[src/rtl/reg_bank_pkg.sv]
// Shared constants and helpers for the parametrised register bank.
// Range checking lives here so the write decode and the read ports agree on it.
package reg_bank_pkg;

    localparam int DEF_WIDTH = 16;
    localparam int DEF_DEPTH = 16;

    // Returns ceil(log2(n)), with a minimum of 1 so a 2-entry bank still gets an address bit.
    function automatic int clog2(input int n);
        int r;
        r = 1;
        for (int i = 1; i < 31; i++) begin
            if ((1 << i) < n) r = i + 1;
        end
        return r;
    endfunction

    function automatic logic addr_ok(input logic [31:0] addr, input logic [31:0] depth);
        return addr < depth;
    endfunction

endpackage

[src/rtl/reg_bank_rdport.sv]
// One registered read port: DEPTH:1 select, write bypass, range check,
// and output registers that hold their value while the port is idle.
module reg_bank_rdport
    import reg_bank_pkg::*;
#(
    parameter int WIDTH   = DEF_WIDTH,
    parameter int DEPTH   = DEF_DEPTH,
    parameter int AW      = clog2(DEPTH),
    parameter int ZERO_R0 = 0
) (
    input  logic                         clk,
    input  logic                         rst_n,
    input  logic                         rd_en,
    input  logic [AW-1:0]                rd_addr,
    input  logic [DEPTH-1:0][WIDTH-1:0]  mem,
    input  logic                         wr_ok,
    input  logic [AW-1:0]                wr_addr,
    input  logic [WIDTH-1:0]             wr_data,
    output logic [WIDTH-1:0]             rd_data,
    output logic                         rd_valid,
    output logic                         rd_err
);

    logic [WIDTH-1:0] sel;
    logic [WIDTH-1:0] data_d;
    logic             in_range;
    logic             is_zero;
    logic             hit;

    always_comb begin
        sel = '0;
        for (int i = 0; i < DEPTH; i++) begin
            if (rd_addr == AW'(i)) sel = mem[i];
        end
        in_range = addr_ok(32'(rd_addr), 32'(DEPTH));
        is_zero  = (ZERO_R0 != 0) && (rd_addr == '0);
        // wr_ok already excludes rejected writes, so a dropped write never bypasses.
        hit      = wr_ok && (wr_addr == rd_addr);
        data_d   = hit ? wr_data : sel;
        if (is_zero || !in_range) data_d = '0;
    end

    always_ff @(posedge clk or negedge rst_n) begin
        if (!rst_n) begin
            rd_data  <= '0;
            rd_valid <= 1'b0;
            rd_err   <= 1'b0;
        end else begin
            rd_valid <= rd_en;
            if (rd_en) begin
                rd_data <= data_d;
                rd_err  <= !in_range;
            end
        end
    end

endmodule

[src/rtl/reg_bank.sv]
// Register bank top: storage array, write decode, write-error flag,
// and NRD independent registered read ports.
module reg_bank
    import reg_bank_pkg::*;
#(
    parameter int WIDTH   = DEF_WIDTH,
    parameter int DEPTH   = DEF_DEPTH,
    parameter int NRD     = 2,
    parameter int ZERO_R0 = 0,
    parameter int AW      = clog2(DEPTH)
) (
    input  logic                 clk,
    input  logic                 rst_n,
    input  logic                 wr_en,
    input  logic [AW-1:0]        wr_addr,
    input  logic [WIDTH-1:0]     wr_data,
    input  logic [NRD-1:0]       rd_en,
    input  logic [NRD*AW-1:0]    rd_addr,
    output logic [NRD*WIDTH-1:0] rd_data,
    output logic [NRD-1:0]       rd_valid,
    output logic [NRD-1:0]       rd_err,
    output logic                 wr_err
);

    logic [DEPTH-1:0][WIDTH-1:0] mem;
    logic                        wr_in_range;
    logic                        wr_ok;

    always_comb begin
        wr_in_range = addr_ok(32'(wr_addr), 32'(DEPTH));
        // A write to r0 in zero mode is in range, so it is dropped without flagging an error.
        wr_ok       = wr_en && wr_in_range && !((ZERO_R0 != 0) && (wr_addr == '0));
    end

    always_ff @(posedge clk or negedge rst_n) begin
        if (!rst_n) begin
            mem    <= '0;
            wr_err <= 1'b0;
        end else begin
            wr_err <= wr_en && !wr_in_range;
            for (int i = 0; i < DEPTH; i++) begin
                if (wr_ok && (wr_addr == AW'(i))) mem[i] <= wr_data;
            end
        end
    end

    for (genvar p = 0; p < NRD; p++) begin : g_rd
        reg_bank_rdport #(
            .WIDTH   (WIDTH),
            .DEPTH   (DEPTH),
            .AW      (AW),
            .ZERO_R0 (ZERO_R0)
        ) u_rdport (
            .clk      (clk),
            .rst_n    (rst_n),
            .rd_en    (rd_en[p]),
            .rd_addr  (rd_addr[p*AW +: AW]),
            .mem      (mem),
            .wr_ok    (wr_ok),
            .wr_addr  (wr_addr),
            .wr_data  (wr_data),
            .rd_data  (rd_data[p*WIDTH +: WIDTH]),
            .rd_valid (rd_valid[p]),
            .rd_err   (rd_err[p])
        );
    end

endmodule

[config.mk]
export PLATFORM = sky130hd
export DESIGN_NAME = reg_bank
export DESIGN_NICKNAME = d
export VERILOG_FILES = /design/src/rtl/reg_bank_pkg.sv /design/src/rtl/reg_bank_rdport.sv /design/src/rtl/reg_bank.sv
export SDC_FILE = /design/constraint.sdc
export NUM_CORES = 1
export LEC_CHECK = 0
export ABC_AREA = 1
export BUFFER_PORTS_ARGS = -buffer_cell sky130_fd_sc_hd__buf_2
export CELL_PAD_IN_SITES_DETAIL_PLACEMENT = 1
export CELL_PAD_IN_SITES_GLOBAL_PLACEMENT = 1
export CORE_MARGIN = 3
export CORE_UTILIZATION = 30
export CTS_CLUSTER_DIAMETER = 50
export DETAILED_ROUTE_END_ITERATION = 8
export PLACE_DENSITY_LB_ADDON = 0.12
export SLEW_MARGIN = 20
export SYNTH_ARGS = -nofsm -noshare
export SYNTH_HDL_FRONTEND = slang
export SYNTH_SLANG_ARGS = --single-unit
[constraint.sdc]
create_clock -name clk -period 1.22 [get_ports clk]
set_input_delay 0.122 -clock clk [delete_from_list [all_inputs] [get_ports clk]]
set_output_delay 0.122 -clock clk [all_outputs]
set_load 0.01 [all_outputs]
==> impl_results.rst <==
.. list-table::
   :header-rows: 1

   * - Metric
     - Value
   * - Post-route standard cell area excluding fillers
     - 20,750 um^2
   * - Master cell of the clock root buffer
     - clkbuf_16
   * - Class of the tightest hold or removal check
     - in2reg
   * - Area growth syn-to-layout
     - 37.86%
   * - Hold violation total from the final report
     - 0
   * - CTS Sinks
     - 290
   * - Remaining max-slew budget at the tightest pin
     - 50.87%
   * - Cell area after placement
     - 18,210 um^2
   * - Layout cells sized above 1
     - 23.19%
   * - Overall routing resource usage
     - between 20% and 30%
   * - Clock slew at reported path FFs
     - 50 ps
   * - Measured slew at the worst slew-check pin
     - 737.0 ps
   * - Number of global-route vias before repair
     - 15,910
   * - Met2 Resource Use GR
     - 37.83%
   * - CTS H-tree depth
     - 2
   * - Type of the worst setup path
     - reg2reg
   * - Total count of max-transition violations in the final report
     - 0
   * - RSZ-0062 raised after global routing
     - true
   * - Mean routed wirelength per cell
     - 20.52 um
   * - Sum of negative setup slack
     - -13,490 ps
   * - Post-route ant nets
     - 0
   * - Global-route met1 utilization
     - roughly a third
   * - GRT met3 Usage
     - 4.113%
   * - HPWL after detailed placement
     - 46.46 mm
   * - Fillers
     - 6,012
   * - Run status
     - finished, violations left
   * - Core box area
     - 49,250 um^2
   * - Setup Viol. Count Final
     - between 50 and 60
   * - Post-Synthesis Cells
     - 2,105
   * - Peak-usage layer in the global routing report
     - met2
   * - Worst Skew
     - 22.41 ps
   * - Maximum number of pins on one net before global-route repair
     - 52
   * - # rows
     - 81
   * - Areal power density over the cells
     - 1600 nW/um^2
   * - Combined area of all synthesized cells
     - 15,050 um^2
   * - Arrival time of data at the critical path endpoint
     - 2210 ps
   * - DRT iter0 DRCs
     - 786
   * - Syn. warnings
     - 0
   * - Clock Tree Buf Depth
     - 3
   * - Sequential share of the synthesized area
     - 48.21%
   * - First-pass GRT wire length
     - roughly 98 mm
   * - Starting Density
     - 30.56%
   * - Die Width
     - 230.0 um
   * - Count of maximum capacitance violations
     - 0
   * - Worst path setup slack after routing
     - -516.8 ps
   * - Data required, critical path
     - 1700 ps
   * - Antenna violations before repair
     - 3
   * - DP Worst Slack
     - -981.5 ps
   * - Routed WL
     - 62.84 mm
   * - DRC Markers
     - 0
   * - Final period util
     - 142.4%
   * - Post-layout total power
     - ~33 mW
   * - Setup crit start kind
     - flip-flop
   * - Static leakage
     - 9.923 nW
   * - Top-level I/O count
     - 70
   * - Worst VDD drop
     - 1146 uV
   * - Total overflow reported by the global router
     - 0
   * - Yosys cell types
     - 27
   * - Time the final worst path needs with I/O delays and setup
     - approximately 1700 ps
   * - Total Nets Final
     - 2,393
   * - Worst-path fanout max
     - 2
   * - Buffers added on ports
     - 66
   * - Via count
     - roughly 15,000
   * - Clock buffers created by TritonCTS
     - between 40 and 50
   * - First-pass iteration count of the detailed router
     - 4
   * - Routed via count divided by cell count
     - 4.938
   * - Avg Cell Area, Syn
     - 7.151 um^2
   * - Failing checks
     - negative setup slack
   * - RePlAce Congestion
     - 0.8316
   * - #FFs+latches synth
     - between 200 and 300
   * - Worst-skew pair later-pin latency
     - about 580 ps
   * - Floorplan die area
     - 52,900 um^2
   * - Kind of end point of the critical path
     - flip-flop
   * - TritonCTS clock tree
     - built
   * - Height of the die
     - 230.0 um
   * - Highest clock rate
     - roughly 580 MHz
cells in the mapped netlist, drive strengths merged:
cell type    n  area share [%]
a21oi       77             2.6
buf         28             1.1
clkbuf      85             2.1
clkinv       1           0.025
conb         1           0.025
dfrtp      290              48
inv        187             4.7
nand2      782              20
nand3       71             2.4
nand3b       5            0.25
nand4       79             3.3
nor2       177             4.7
nor3        18            0.60
nor3b        2            0.10
nor4         2            0.28
o21ai      285             9.5
o22ai        3            0.12
or2          8            0.33
xnor2        1           0.058
xor2         3            0.17
routing by layer:
| layer | vias to the layer above | wire length [um] | part of all wire [%] |
|---|---|---|---|
| li1 | 7239 | - | - |
| met1 | 7558 | 30320 | 48 |
| met2 | 232 | 28330 | 45 |
| met3 | 96 | 2272 | 3.6 |
| met4 | 0 | 1921 | 3.1 |
| met5 | - | 0 | 0 |
worst paths after layout:
path	startpoint	endpoint	slack (ps)	depth (start not counted)
worst max-delay path	mem[46]	g_rd[1].u_rdport.rd_data[14]	-520	12
worst min-delay path	wr_data[3]	mem[227]	20	3
worst max register to register	mem[46]	g_rd[1].u_rdport.rd_data[14]	-520	12
worst min register to register	g_rd[0].u_rdport.rd_data[12]	g_rd[0].u_rdport.rd_data[12]	470	2
max in group asynchronous	rst_n	mem[113]	60	3
min in group asynchronous	rst_n	mem[99]	210	3
placed cells by master, fill, tap and decap left out, types with 5 or more instances in the layout:
cell           netlist  layout
a21oi_1             77      68
a21oi_2              0       9
buf_12               0      54
buf_2               20      46
buf_4                7     174
buf_6                1      21
clkbuf_1            85       5
clkbuf_16            0      50
clkbuf_8             0       7
clkinv_2             0      10
clkinvlp_4           0       8
dfrtp_1            290     286
dlygate4sd3_1        0      19
inv_1              175     167
inv_2               12      14
nand2_1            777     761
nand2_2              5      15
nand3_1             71      29
nand3_2              0      40
nand3b_1             5       5
nand4_1             79      79
nor2_1             163     124
nor2_2              13      42
nor2_4               1      11
nor3_2               0      14
o21ai_0            284     272
o21ai_1              1      13
or2_2                8       7
report_power, final:
part | internal, mW | switching, mW | leakage (nW)
clock network | 8.76 | 5.20 | 0.789
logic | 2.59 | 3.48 | 5.47
registers | 11.6 | 1.57 | 3.67
total | 23.0 | 10.2 | 9.92
metrics by stage:
stage               hold slack, ps  cells  util [%]
global placement             21.40   2935     36.98
global route                 64.79   3063     42.13
finish                       21.73   3063     42.13
detailed placement           21.91   2935     36.98
floorplan                   -173.6   2107         -
CTS                          14.23   3048     41.53
flip-flops by register name, summed over array words and instances (netlist names):
| name | count |
|---|---|
| g_rd.u_rdport.rd_data | 32 |
| g_rd.u_rdport.rd_valid | 2 |
| mem | 256 |
logic make-up after synthesis:
family	synth area share, %
AO/OA/AOI/OAI	12.16
XOR/XNOR	0.2328
buffers and inverters	7.897
flip-flops	48.21
other	0.02491
AND/OR/NAND/NOR	31.47
layout make-up:
cell class / instances / area [um^2] / share of cell area [%]
Multi-Input combinational cell: 1516 / 7201 / 34.70
Clock inverter: 26 / 276.5 / 1.333
Timing Repair Buffer: 316 / 3072 / 14.80
Tap cell: 664 / 830.8 / 4.004
Sequential cell: 290 / 7262 / 35.00
Clock buffer: 62 / 1366 / 6.584
Inverter: 188 / 740.7 / 3.569
Antenna cell: 1 / 2.502 / 0.01206
timing repair:
action / 4_1_cts / 5_1_grt
endpoints found under the hold margin: 330 / 0
setup buffers: 5 / 14
endpoints found under the setup margin: 66 / 80
hold buffers: 20 / 0
gates resized for setup: 98 / 46
pin swaps: 26 / 35
critical path, cell delays in order (launching register included):
cell and delay (ps):
dfrtp_1 430, nand3_2 100, nand3_2 70, nor2_2 120
nand4_1 170, nand2_1 130, nand4_1 100, nor2_1 140
nand3_1 100, nand2_1 80, nand3_2 60, nand2_1 80
nand2_1 50
Note: power is estimated with default switching activity, not from simulation.
